===== config.mk =====
export PLATFORM = sky130hd
export DESIGN_NAME = ghost_position_unit
export DESIGN_NICKNAME = d
export VERILOG_FILES = /design/src/rtl/ghost_position_unit.sv
export SDC_FILE = /design/constraint.sdc
export NUM_CORES = 1
export LEC_CHECK = 0
export BUFFER_PORTS_ARGS = -buffer_cell sky130_fd_sc_hd__buf_2
export CAP_MARGIN = 20
export CORE_AREA = 2 2 327 329
export CTS_BUF_LIST = sky130_fd_sc_hd__clkbuf_2
export DETAILED_ROUTE_END_ITERATION = 6
export DIE_AREA = 0 0 329 331
export GPL_TIMING_DRIVEN = 0
export SYNTH_ARGS = -nofsm -noshare
export SYNTH_HDL_FRONTEND = slang
export SYNTH_SLANG_ARGS = --single-unit

===== constraint.sdc =====
create_clock -name clk -period 6.55 [get_ports clk]
set_input_delay 0.9825 -clock clk [delete_from_list [all_inputs] [get_ports clk]]
set_output_delay 0.9825 -clock clk [all_outputs]
set_load 0.01 [all_outputs]

===== src/rtl/ghost_position_unit.sv =====
// Ghost tile-position register: steps every TICK_DIV cycles, wall-checks the control stage's
// candidate, commits or blocks it, and detects Pac-Man contact. Optional GHOST_TUNNEL_WRAP_EN.
`ifndef WIDTH
`define WIDTH 640
`endif
`ifndef HEIGHT
`define HEIGHT 480
`endif
`ifndef TILE_ROW_NUM
`define TILE_ROW_NUM 24
`endif
`ifndef TILE_COL_NUM
`define TILE_COL_NUM 32
`endif

module ghost_position_unit #(
  parameter int TICK_DIV = 20000000,
  parameter int TILE     = 20,
  parameter int START_X  = 280,
  parameter int START_Y  = 240
) (
  input  logic                                      clk,
  input  logic                                      reset,
  input  logic                                      enable,
  input  logic [$clog2(`WIDTH)-1:0]                 ctrl_next_x,
  input  logic [$clog2(`HEIGHT)-1:0]                ctrl_next_y,
  input  logic [`TILE_ROW_NUM*`TILE_COL_NUM-1:0]    tilemap_walls,
  input  logic [$clog2(`WIDTH)-1:0]                 pacman_x,
  input  logic [$clog2(`HEIGHT)-1:0]                pacman_y,
  input  logic                                      respawn,
  output logic [$clog2(`WIDTH)-1:0]                 x,
  output logic [$clog2(`HEIGHT)-1:0]                y,
  output logic                                      step,
  output logic                                      blocked,
  output logic                                      caught
);
  localparam int XW = $clog2(`WIDTH);
  localparam int YW = $clog2(`HEIGHT);
  localparam int CW = $clog2(TICK_DIV);
  localparam int NT = `TILE_ROW_NUM * `TILE_COL_NUM;
  localparam int IW = $clog2(NT);

  typedef enum logic [2:0] {S_IDLE, S_WAIT, S_CHECK, S_COMMIT, S_CAUGHT} state_t;
  state_t state, state_nx;

  logic [CW-1:0] cnt;
  logic [XW-1:0] cand_x, wx, px;
  logic [YW-1:0] cand_y, py;
  logic          legal, legal_d, in_range, aligned, wall;
  logic [IW-1:0] widx;
  int            cx, cy;

  // Candidate legality, evaluated during CHECK and registered at its edge
  always_comb begin
    wx = ctrl_next_x;
`ifdef GHOST_TUNNEL_WRAP_EN
    if (32'(ctrl_next_x) >= `WIDTH)
      wx = (x == '0) ? XW'(`WIDTH - TILE) : '0;
`endif
    cx       = 32'(wx);
    cy       = 32'(ctrl_next_y);
    in_range = (cx < `WIDTH) && (cy < `HEIGHT);
    aligned  = ((cx % TILE) == 0) && ((cy % TILE) == 0);
    widx     = IW'((cy / TILE) * `TILE_COL_NUM + (cx / TILE));
    wall     = in_range ? tilemap_walls[widx] : 1'b0;
    legal_d  = in_range && aligned && !wall;
  end

  // Position that COMMIT leaves behind, used for its contact check
  assign px = legal ? cand_x : x;
  assign py = legal ? cand_y : y;

  always_ff @(posedge clk) begin
    if (reset) state <= S_IDLE;
    else       state <= state_nx;
  end

  always_comb begin
    state_nx = state;
    case (state)
      S_IDLE:   if (enable) state_nx = S_WAIT;
      S_WAIT: begin
        if (x == pacman_x && y == pacman_y)        state_nx = S_CAUGHT;
        else if (enable && cnt == CW'(TICK_DIV-1)) state_nx = S_CHECK;
      end
      S_CHECK:  state_nx = S_COMMIT;
      S_COMMIT: state_nx = (px == pacman_x && py == pacman_y) ? S_CAUGHT : S_WAIT;
      S_CAUGHT: if (respawn) state_nx = S_IDLE;
      default:  state_nx = S_IDLE;
    endcase
  end

  assign caught = (state == S_CAUGHT);

  always_ff @(posedge clk) begin
    if (reset) begin
      cnt     <= '0;
      x       <= XW'(START_X);
      y       <= YW'(START_Y);
      cand_x  <= '0;
      cand_y  <= '0;
      legal   <= 1'b0;
      step    <= 1'b0;
      blocked <= 1'b0;
    end else begin
      step    <= 1'b0;
      blocked <= 1'b0;
      case (state)
        S_WAIT: begin
          if (state_nx != S_WAIT) cnt <= '0;
          else if (enable)        cnt <= cnt + CW'(1);
        end
        S_CHECK: begin
          cand_x <= wx;
          cand_y <= ctrl_next_y;
          legal  <= legal_d;
        end
        S_COMMIT: begin
          if (legal) begin
            x    <= cand_x;
            y    <= cand_y;
            step <= 1'b1;
          end else begin
            blocked <= 1'b1;
          end
        end
        S_CAUGHT: begin
          if (respawn) begin
            x <= XW'(START_X);
            y <= YW'(START_Y);
          end
        end
        default: ;
      endcase
    end
  end
endmodule


=== After elaboration in Yosys (flattened, before gate mapping) ===
Cells that the tools add are included.

* Register bits after elaboration: 69
* Bits in latches: 0
* Memory bits (writable): 0
* ROM bits: 0
* Bits of input ports: 810
* Output and inout bits: 22
* Memories: 0

* Add/subtract/negate cells: 2
* Multipliers: 0
* Div/mod/pow operators: 4
* $lt $le $gt $ge: 3
* Equal/unequal tests: 11
* Shift operators: 0
* Mux-type cells: 19
* Bitwise logic cells: 1
* Reductions and logical operators: 16

{| class="wikitable"
|+ Operators with widths
! cell !! count
|-
| $logic_not 32->1 || 2
|-
| $mux 25 || 2
|-
| $div 10x6->32 const B || 1
|-
| $div 11x6->32 const B || 1
|-
| $mod 10x6->32 const B || 1
|-
| $mod 11x6->32 const B || 1
|-
| $add 25x1->25 const B || 1
|-
| $eq 25x25->1 const B || 1
|-
| $eq 10x10->1 || 2
|-
| $mux 10 || 2
|-
| $pmux 10 s2 || 1
|-
| $eq 9x9->1 || 2
|-
| $mux 9 || 2
|-
| $pmux 9 s2 || 1
|-
| $mux 3 || 5
|-
| $pmux 3 s5 || 1
|-
| $lt 10x11->1 const B || 1
|-
| $add 10x10->10 || 1
|-
| $bmux 1 s10 || 1
|-
| $lt 10x10->1 const B || 1
|-
| $lt 9x9->1 const B || 1
|-
| $logic_and 1x1->1 || 7
|-
| $eq 3x2->1 const B || 2
|-
| $mux 1 || 4
|-
| 10 further kinds || 12
|}

=== Longest topological paths before layout ===
Gate-level depths: netlist of the first run.

* Word-level depth: 8
* Gate-level depth with buffers: 29
* Depth with buffers taken out: 28

=== Least setup slack after synthesis of the first run ===
No wires, ideal clock.

* Path type: input-to-reg
* Start: in ctrl_next_y[6]
* End: reg legal
* Setup time: 0.069 ns
* Arrival: 6.131 ns
* Data required time: 6.481 ns
* Path slack: 0.350 ns
* Stages: 25
* Path buffers: 1
* Path through: clkbuf_1 nor2_1 inv_1 ha_1 nand2b_1 o21ai_0 a21boi_1 o21ai_0 o21ai_0 nand2_1 o311ai_0 inv_1 maj3_1 o211ai_1 a21boi_0 nand3_1 ha_1 ha_1 or3_1 a2111oi_0 a21oi_1 o22ai_1 nor4_1 or4_1 o21ai_1

* Cells in the longest elaborated chain, start to end: 7
* Elaborated cells between the ends (all ways): 13
* Classes of those cells: 1 x add/sub; 2 x div; 1 x order compare; 3 x mux; 6 x reduce/logical

{| class="wikitable"
|+ RTL lines
! what !! line !! RTL
|-
| start: declaration || 26 || <nowiki>input logic [$clog2(`HEIGHT)-1:0] ctrl_next_y,</nowiki>
|-
| $div 10x6->32 || 64 || <nowiki>widx = IW'((cy / TILE) * `TILE_COL_NUM + (cx / TILE));</nowiki>
|-
| $add 10x10->10 || 64 ||
|-
| $bmux 1 s10 || 65 || <nowiki>wall = in_range ? tilemap_walls[widx] : 1'b0;</nowiki>
|-
| $mux 1 (not written as such) || 65 ||
|-
| $mux 1 || 65 ||
|-
| $logic_not 1->1 || 66 || <nowiki>legal_d = in_range && aligned && !wall;</nowiki>
|-
| $logic_and 1x1->1 (*) || 66 ||
|-
| end signal: assignment || 116 || <nowiki>legal <= legal_d;</nowiki>
|-
| end: declaration || 49 || <nowiki>logic legal, legal_d, in_range, aligned, wall;</nowiki>
|}

Mark *: on every way between the ends. The rest lies on a longest branch, timed or not. The select of a mux whose other input is x is not followed.
A chain may end at the register's enable or synchronous reset.

=== Worst setup path after layout of the first run ===
* Start: in ctrl_next_x[7]
* End: reg legal

* Cells in the longest elaborated chain, start to end: 7
* Elaborated cells between the ends (all ways): 13
* Classes of those cells: 1 x add/sub; 2 x div; 1 x order compare; 3 x mux; 6 x reduce/logical

{| class="wikitable"
|+ RTL lines
! what !! line !! RTL
|-
| start: declaration || 25 || <nowiki>input logic [$clog2(`WIDTH)-1:0] ctrl_next_x,</nowiki>
|-
| $div 11x6->32 || 64 ||
|-
| $add 10x10->10 || 64 ||
|-
| $bmux 1 s10 || 65 ||
|-
| $mux 1 (not written as such) || 65 ||
|-
| $mux 1 || 65 ||
|-
| $logic_not 1->1 || 66 ||
|-
| $logic_and 1x1->1 (*) || 66 ||
|}

Marks and branches as above.

==> flow_metrics.py, run 1 <==
metrics = {
    "outcome": {
        "status": "finished, final reports clean",
    },
    "setup_path": {
        "crit_path_end": "legal",
        "cpPeakStageDelay_ns": 0.45,
        "critPathMostFrequentCell": "buf_6",
        "cp.required_ns": 6.97,
        "cp.arrival_ns": 6.92,
        "crit_path_start_kind": "input pin",
        "critPathSlowestCell": "or4_4",
        "worstReg2RegEnd": "cnt[24]",
        "crit-reg2reg-launch": "legal",
        "endpoint_kind": "flip-flop",
        "crit_path_start": "ctrl_next_x[7]",
        "path_class": "input pin to flip-flop",
        "reg2reg_slack_ns": 1.82,
        "critPathMaxFanout": 10,
        "ff2ff_path_depth": 18,
    },
    "global_routing": {
        "grt_first_pass_wirelength_um": 177000,
        "grt_overflow_total": 0,
        "grtUsageTotal_pct": 24.2,
        "antenna_found_initial": 51,
        "grt_pass1_vias": 19900,
        "met3_usage_pct": 4.88,
        "busiest_layer": "met2",
        "grt_max_degree": 14,
        "met2_usage_pct": 39.9,
        "grt.met1_usage_pct": 31.3,
    },
    "yosys": {
        "ys.flop_type": "dfxtp_1",
        "ys_types": 79,
        "synthArstFlopShare_pct": 0,
        "syn_nets": 2773,
        "synth_edf_count": 0,
        "syn_area_um2": 12100,
        "ys_seq_area_share_pct": 11.4,
        "yosysWarningCount": 0,
        "ys_ff_latch": 69,
        "synth_area_per_cell_um2": 6.19,
        "synthCells": 1958,
    },
    "cts": {
        "clockRootBuffer": "clkbuf_2",
        "h-tree-depth": 3,
        "clock_latency_ns": 0.54,
        "path_clk_slew_ns": 0.19,
        "cts_buffers": 9,
        "cts_max_path_buffers": 2,
        "cts_tree": "yes",
        "cts.sinks": 69,
    },
    "layout": {
        "fin_nets": 3710,
        "regArea_um2": 1380,
        "drive_gt1_share_pct": 41.9,
        "syn_to_final_growth_pct": 73.4,
        "layout_commonest_cell": "buf_2",
        "n_fill_cell": 12200,
        "layout_common_cells": "843 x buf_2, 515 x nand2_1, 144 x a21oi_1",
        "final_cells": 4328,
        "multiInputGateArea_um2": 10800,
        "final_area_um2": 21000,
        "post-route-util_pct": 20.0,
    },
    "die": {
        "num_rows": 119,
        "io_pins": 832,
        "initial_utilization_pct": 11.5,
        "die_x_um": 329,
        "die_area_um2": 109000,
        "core_um2": 105000,
        "die_height_um": 331,
    },
    "routing": {
        "wl_per_cell_um": 32.3,
        "drc": 0,
        "vias_per_cell": 4.83,
        "ant_nets": 0,
        "num_vias": 20900,
        "drt_iter0_drc": 1958,
        "routed_wl_um": 140000,
        "firstDrtPassIters": 6,
    },
    "place": {
        "dp_hpwl_um": 117000,
        "placedCellCount": 4210,
        "placed_area_um2": 18600,
        "io_buffers": 824,
        "pre_cts_ws_ns": -3.88,
        "gp_congestion": 0.981,
    },
    "sta": {
        "tns_ns": 0,
        "setup-violations-final": 0,
        "fin_crit_ns": 6.49,
        "finalClockSkew_ns": 0.0404,
        "worst_pin_slew_ns": 1.09,
        "slew_headroom_pct": 27.4,
        "fin_ws_ns": 0.0572,
        "fin_crit_sh_pct": 99.1,
        "max_freq_mhz": 154,
        "hold_viol": 0,
        "maxSlewViolCount": 0,
    },
    "flow_run": {
        "max_cap_violations": 0,
    },
    "power_and_ir_drop": {
        "peakVddDrop_mv": 0.0891,
        "cellPowerDensity_nw_per_um2": 199,
        "leakage_nw": 9.52,
    },
    "worst_hold_path": {
        "worstHoldPathType": "flip-flop to flip-flop",
    },
}
[sequential cells by signal, summed over array words and instances (netlist names)]
register and flops:
cnt 25, cand_x 10, x 10, cand_y 9, y 9, state 3
blocked 1, legal 1, step 1
[cell usage after synthesis (18+ instances only)]
| library cell | instances | share of area, % |
|---|---|---|
| o21ai_0 | 88 | 3.6 |
| buf_2 | 58 | 2.4 |
| nand2_1 | 519 | 16 |
| a22oi_1 | 26 | 1.6 |
| dfxtp_1 | 69 | 11 |
| inv_1 | 18 | 0.56 |
| mux2i_1 | 120 | 9.9 |
| nand3_1 | 129 | 5.3 |
| nor4_1 | 19 | 0.98 |
| nand4_1 | 21 | 1.1 |
| xnor2_1 | 23 | 1.7 |
| nor2_1 | 97 | 3.0 |
| a21oi_1 | 147 | 6.1 |
| nor3_1 | 32 | 1.3 |
| a31oi_1 | 56 | 2.9 |
| xor2_1 | 46 | 3.3 |
| and3_1 | 46 | 2.4 |
| nand2b_1 | 23 | 1.2 |
| clkbuf_1 | 95 | 2.9 |
| a311oi_1 | 27 | 2.0 |
| o22ai_1 | 22 | 1.1 |
[where the power goes]
group | switching (mW) | leakage [nW] | internal, mW
clock network | 0.166 | 0.0664 | 0.0890
registers | 0.00151 | 0.556 | 0.422
logic | 2.27 | 8.90 | 1.23
total | 2.44 | 9.52 | 1.75
[cell type report]
class                   instances  area share (%)
flip-flops and latches         69            6.57
well taps                    1391            8.28
inverters                      18           0.321
diodes                         37           0.441
clock inverters                 7           0.357
repair buffers                929            25.4
multi-input cells            1693            51.2
clock buffers                   9           0.214
plain buffers                 175            7.17
[repair_timing]
action	CTS	global route
endpoints found under the setup margin	1	1
pin swaps	26	30
resized for setup	330	96
hold buffers	0	0
setup buffers	37	27
cloned	0	2
[through the flow]
stage          hold WS, ns  total power, mW
2_1_floorplan        0.436             1.63
3_3_place_gp         0.450             3.25
3_5_place_dp         0.450             3.40
4_1_cts              0.470             4.04
5_1_grt              0.489             4.35
6_report             0.472             4.19
[worst min path at each step]
stage | slack [ns] | from | end | cells after the start
2_1_floorplan | 0.44 | cand_y[0] | cand_y[0] | 2
3_3_place_gp | 0.45 | cand_y[0] | cand_y[0] | 2
3_5_place_dp | 0.45 | cand_y[0] | cand_y[0] | 2
4_1_cts | 0.47 | cand_y[0] | cand_y[0] | 2
5_1_grt | 0.49 | cand_y[0] | cand_y[0] | 2
6_report | 0.47 | cand_y[0] | cand_y[0] | 2
[critical path: cells and delay by family]
kind                       cells  cell delay [ns]
and+or+nand+nor               10             2.31
muxes                          1             0.26
adders and majority gates      1             0.27
buffers and inverters         10             1.63
AOI/OAI and AO/OA              7             1.37
[metal layers]
layer	vias up	part of all wire (%)
met1	10200	41
li1	9110	-
met5	-	0.070
met4	18	3.8
met2	1398	46
met3	227	8.8
[cells by family (layout without fill, tap and decap cells)]
family          after synthesis  after routing  synth area share [%]
xor+xnor                     69             69                  4.99
fa+ha+maj                    10             10                 0.929
mux                         135            135                  11.9
flops                        69             69                  11.4
other cells                   0             37                     0
buf+inv                     196           1138                  6.98
simple gates                948            948                  35.1
compound gates              531            531                  28.8
(Power assumes the default switching activity.)
==> run 2, diff against run 1 <==
--- a/config.mk
+++ b/config.mk
@@ -7,10 +7,10 @@
 export LEC_CHECK = 0
 export BUFFER_PORTS_ARGS = -buffer_cell sky130_fd_sc_hd__buf_2
 export CAP_MARGIN = 20
-export CORE_AREA = 2 2 327 329
+export CORE_AREA = 2 2 320 322
 export CTS_BUF_LIST = sky130_fd_sc_hd__clkbuf_2
 export DETAILED_ROUTE_END_ITERATION = 6
-export DIE_AREA = 0 0 329 331
+export DIE_AREA = 0 0 322 324
 export GPL_TIMING_DRIVEN = 0
 export SYNTH_ARGS = -nofsm -noshare
 export SYNTH_HDL_FRONTEND = slang
==> run 2 against run 1 <==
  * The run now ends with DRC left
  * Hold slack got worse by 0.00052 ns
  * First-iteration DRC count rose by 19%
  * Die area fell by 4.2%
  * Critical path type unchanged
  * Setup slack improved by 0.040 ns
  * Sequential cell count did not move
==> flow_metrics.py, run 2 (same netlist as run 1, synthesis figures left out) <==
metrics = {
    "power_and_ir_drop": {
        "power_frac_comb_pct": 82.8,
        "peakVddDrop_mv": 0.0935,
        "p_seq_share_pct": 10.1,
        "cellPowerDensity_nw_per_um2": 201,
        "leakage_nw": 9.51,
        "p_sw_mw": 2.43,
        "power.internal_mw": 1.76,
        "p_sw_share_pct": 58.0,
        "clkPwrFrac_pct": 7.1,
    },
    "setup_path": {
        "critPathSlowestCell": "or4_4",
        "path_class": "input pin to flip-flop",
        "endpoint_kind": "flip-flop",
        "cp.required_ns": 6.98,
        "path_buf_inv": 8,
        "critPathMaxFanout": 10,
        "cpPeakStageDelay_ns": 0.53,
        "reg2reg_slack_ns": 1.85,
        "cp.arrival_ns": 6.89,
        "ff2ff_path_depth": 18,
        "crit_path_start_kind": "input pin",
        "crit_family": "simple AND/OR/NAND/NOR gates",
        "cp.depth": 26,
    },
    "die": {
        "core_um2": 101000,
        "die_x_um": 322,
        "num_rows": 117,
        "die_height_um": 324,
        "io_pins": 832,
        "initial_utilization_pct": 12.0,
        "die_area_um2": 104000,
    },
    "layout": {
        "top_register": "cnt",
        "largest_reg_flops": 25,
        "final_cells": 4248,
        "drive_gt1_share_pct": 41.9,
        "post-route-util_pct": 20.6,
        "largestRegisters": "cnt x25, cand_x x10, x x10",
        "syn_to_final_growth_pct": 71.6,
        "layout_common_cells": "846 x buf_2, 515 x nand2_1, 143 x a21oi_1",
        "fin_nets": 3713,
        "layout_commonest_cell": "buf_2",
    },
    "sta": {
        "finalClockSkew_ns": 0.0335,
        "fin_crit_ns": 6.45,
        "hold_viol": 0,
        "maxSlewViolCount": 0,
        "max_freq_mhz": 155,
        "worst_pin_slew_ns": 1.22,
        "setup-violations-final": 0,
        "tns_ns": 0,
        "slew_headroom_pct": 18.8,
        "fin_crit_sh_pct": 98.5,
    },
    "flow_run": {
        "max_cap_violations": 0,
    },
    "place": {
        "placedCellCount": 4126,
        "io_buffers": 824,
        "gp_congestion": 0.976,
        "dp_hpwl_um": 113000,
    },
    "cts": {
        "h-tree-depth": 3,
        "clockRootBuffer": "clkbuf_2",
        "cts_buffers": 9,
        "ctsHoldBuffers": 0,
        "path_clk_slew_ns": 0.20,
        "clock_latency_ns": 0.53,
        "cts_tree": "yes",
        "cts.sinks": 69,
        "cts_max_path_buffers": 2,
    },
    "routing": {
        "wl_per_cell_um": 32.1,
        "vias_per_cell": 4.95,
        "drc": 40,
        "ant_nets": 0,
        "routed_wl_um": 136000,
        "firstDrtPassIters": 7,
        "drt_iter0_drc": 2327,
        "num_vias": 21000,
    },
    "global_routing": {
        "grt_first_pass_wirelength_um": 172000,
        "grt_overflow_total": 0,
        "grtUsageTotal_pct": 24.7,
        "grt_max_degree": 14,
        "grt_pass1_vias": 19500,
        "antenna_found_initial": 56,
    },
    "outcome": {
        "status": "finished, violations left",
        "violations": "DRC",
    },
    "worst_hold_path": {
        "hold_depth": 2,
        "worstHoldPathType": "flip-flop to flip-flop",
    },
}
## run 2: repair_timing
item / in CTS / in global routing
pin swaps: 32 / 32
gates cloned: 1 / 0
setup endpoints to repair: 1 / 1
setup buffers: 45 / 26
gates resized for setup: 327 / 79
## run 2: worst paths after layout
kind | start | endpoint
worst max register to register | legal | cnt[24]
worst max-delay path | ctrl_next_x[7] | legal
worst min-delay path | cand_y[0] | cand_y[0]
worst min register to register | cand_y[0] | cand_y[0]
## run 2: power groups by stage
stage / Sequential [mW] / Combinational (mW) / Clock (mW)
floorplan: 0.431 / 1.19 / 0
global placement: 0.431 / 2.77 / 0
detailed placement: 0.431 / 2.90 / 0
CTS: 0.423 / 3.32 / 0.301
global route: 0.424 / 3.60 / 0.319
finish: 0.423 / 3.46 / 0.298
## run 2: area by class of cell
class                   instances  area [µm²]
inverters                      18        67.6
flip-flops and latches         69        1380
plain buffers                 174        1470
clock inverters                 7        97.6
well taps                    1309        1640
repair buffers                933        5320
diodes                         36        90.1
clock buffers                   9        45.0
fillers                     11600       80200
multi-input cells            1693       10700
## run 2: through the flow
stage	setup WS, ns	hold WS (ns)	power (mW)	area (µm²)
2_1_floorplan	0.350	0.436	1.63	12100
3_3_place_gp	-5.19	0.452	3.20	17900
3_5_place_dp	-3.66	0.450	3.33	18400
4_1_cts	0.00740	0.473	4.05	20200
5_1_grt	-0.0580	0.510	4.34	20700
6_report	0.0970	0.472	4.18	20800
## run 2: tightest hold or removal path, stage by stage, from the launching register on
cell and delay (ns):
dfxtp_1 0.35, nand2_1 0.05, a21oi_1 0.05
## run 2: layer usage
metal  up-vias  GRT usage, %  wire length, µm
li1       9095             -                -
met3       328          7.53            14300
met5         -         0.509              239
met4        28          8.70             5640
met1      9963          31.3            55900
met2      1607          39.5            60400
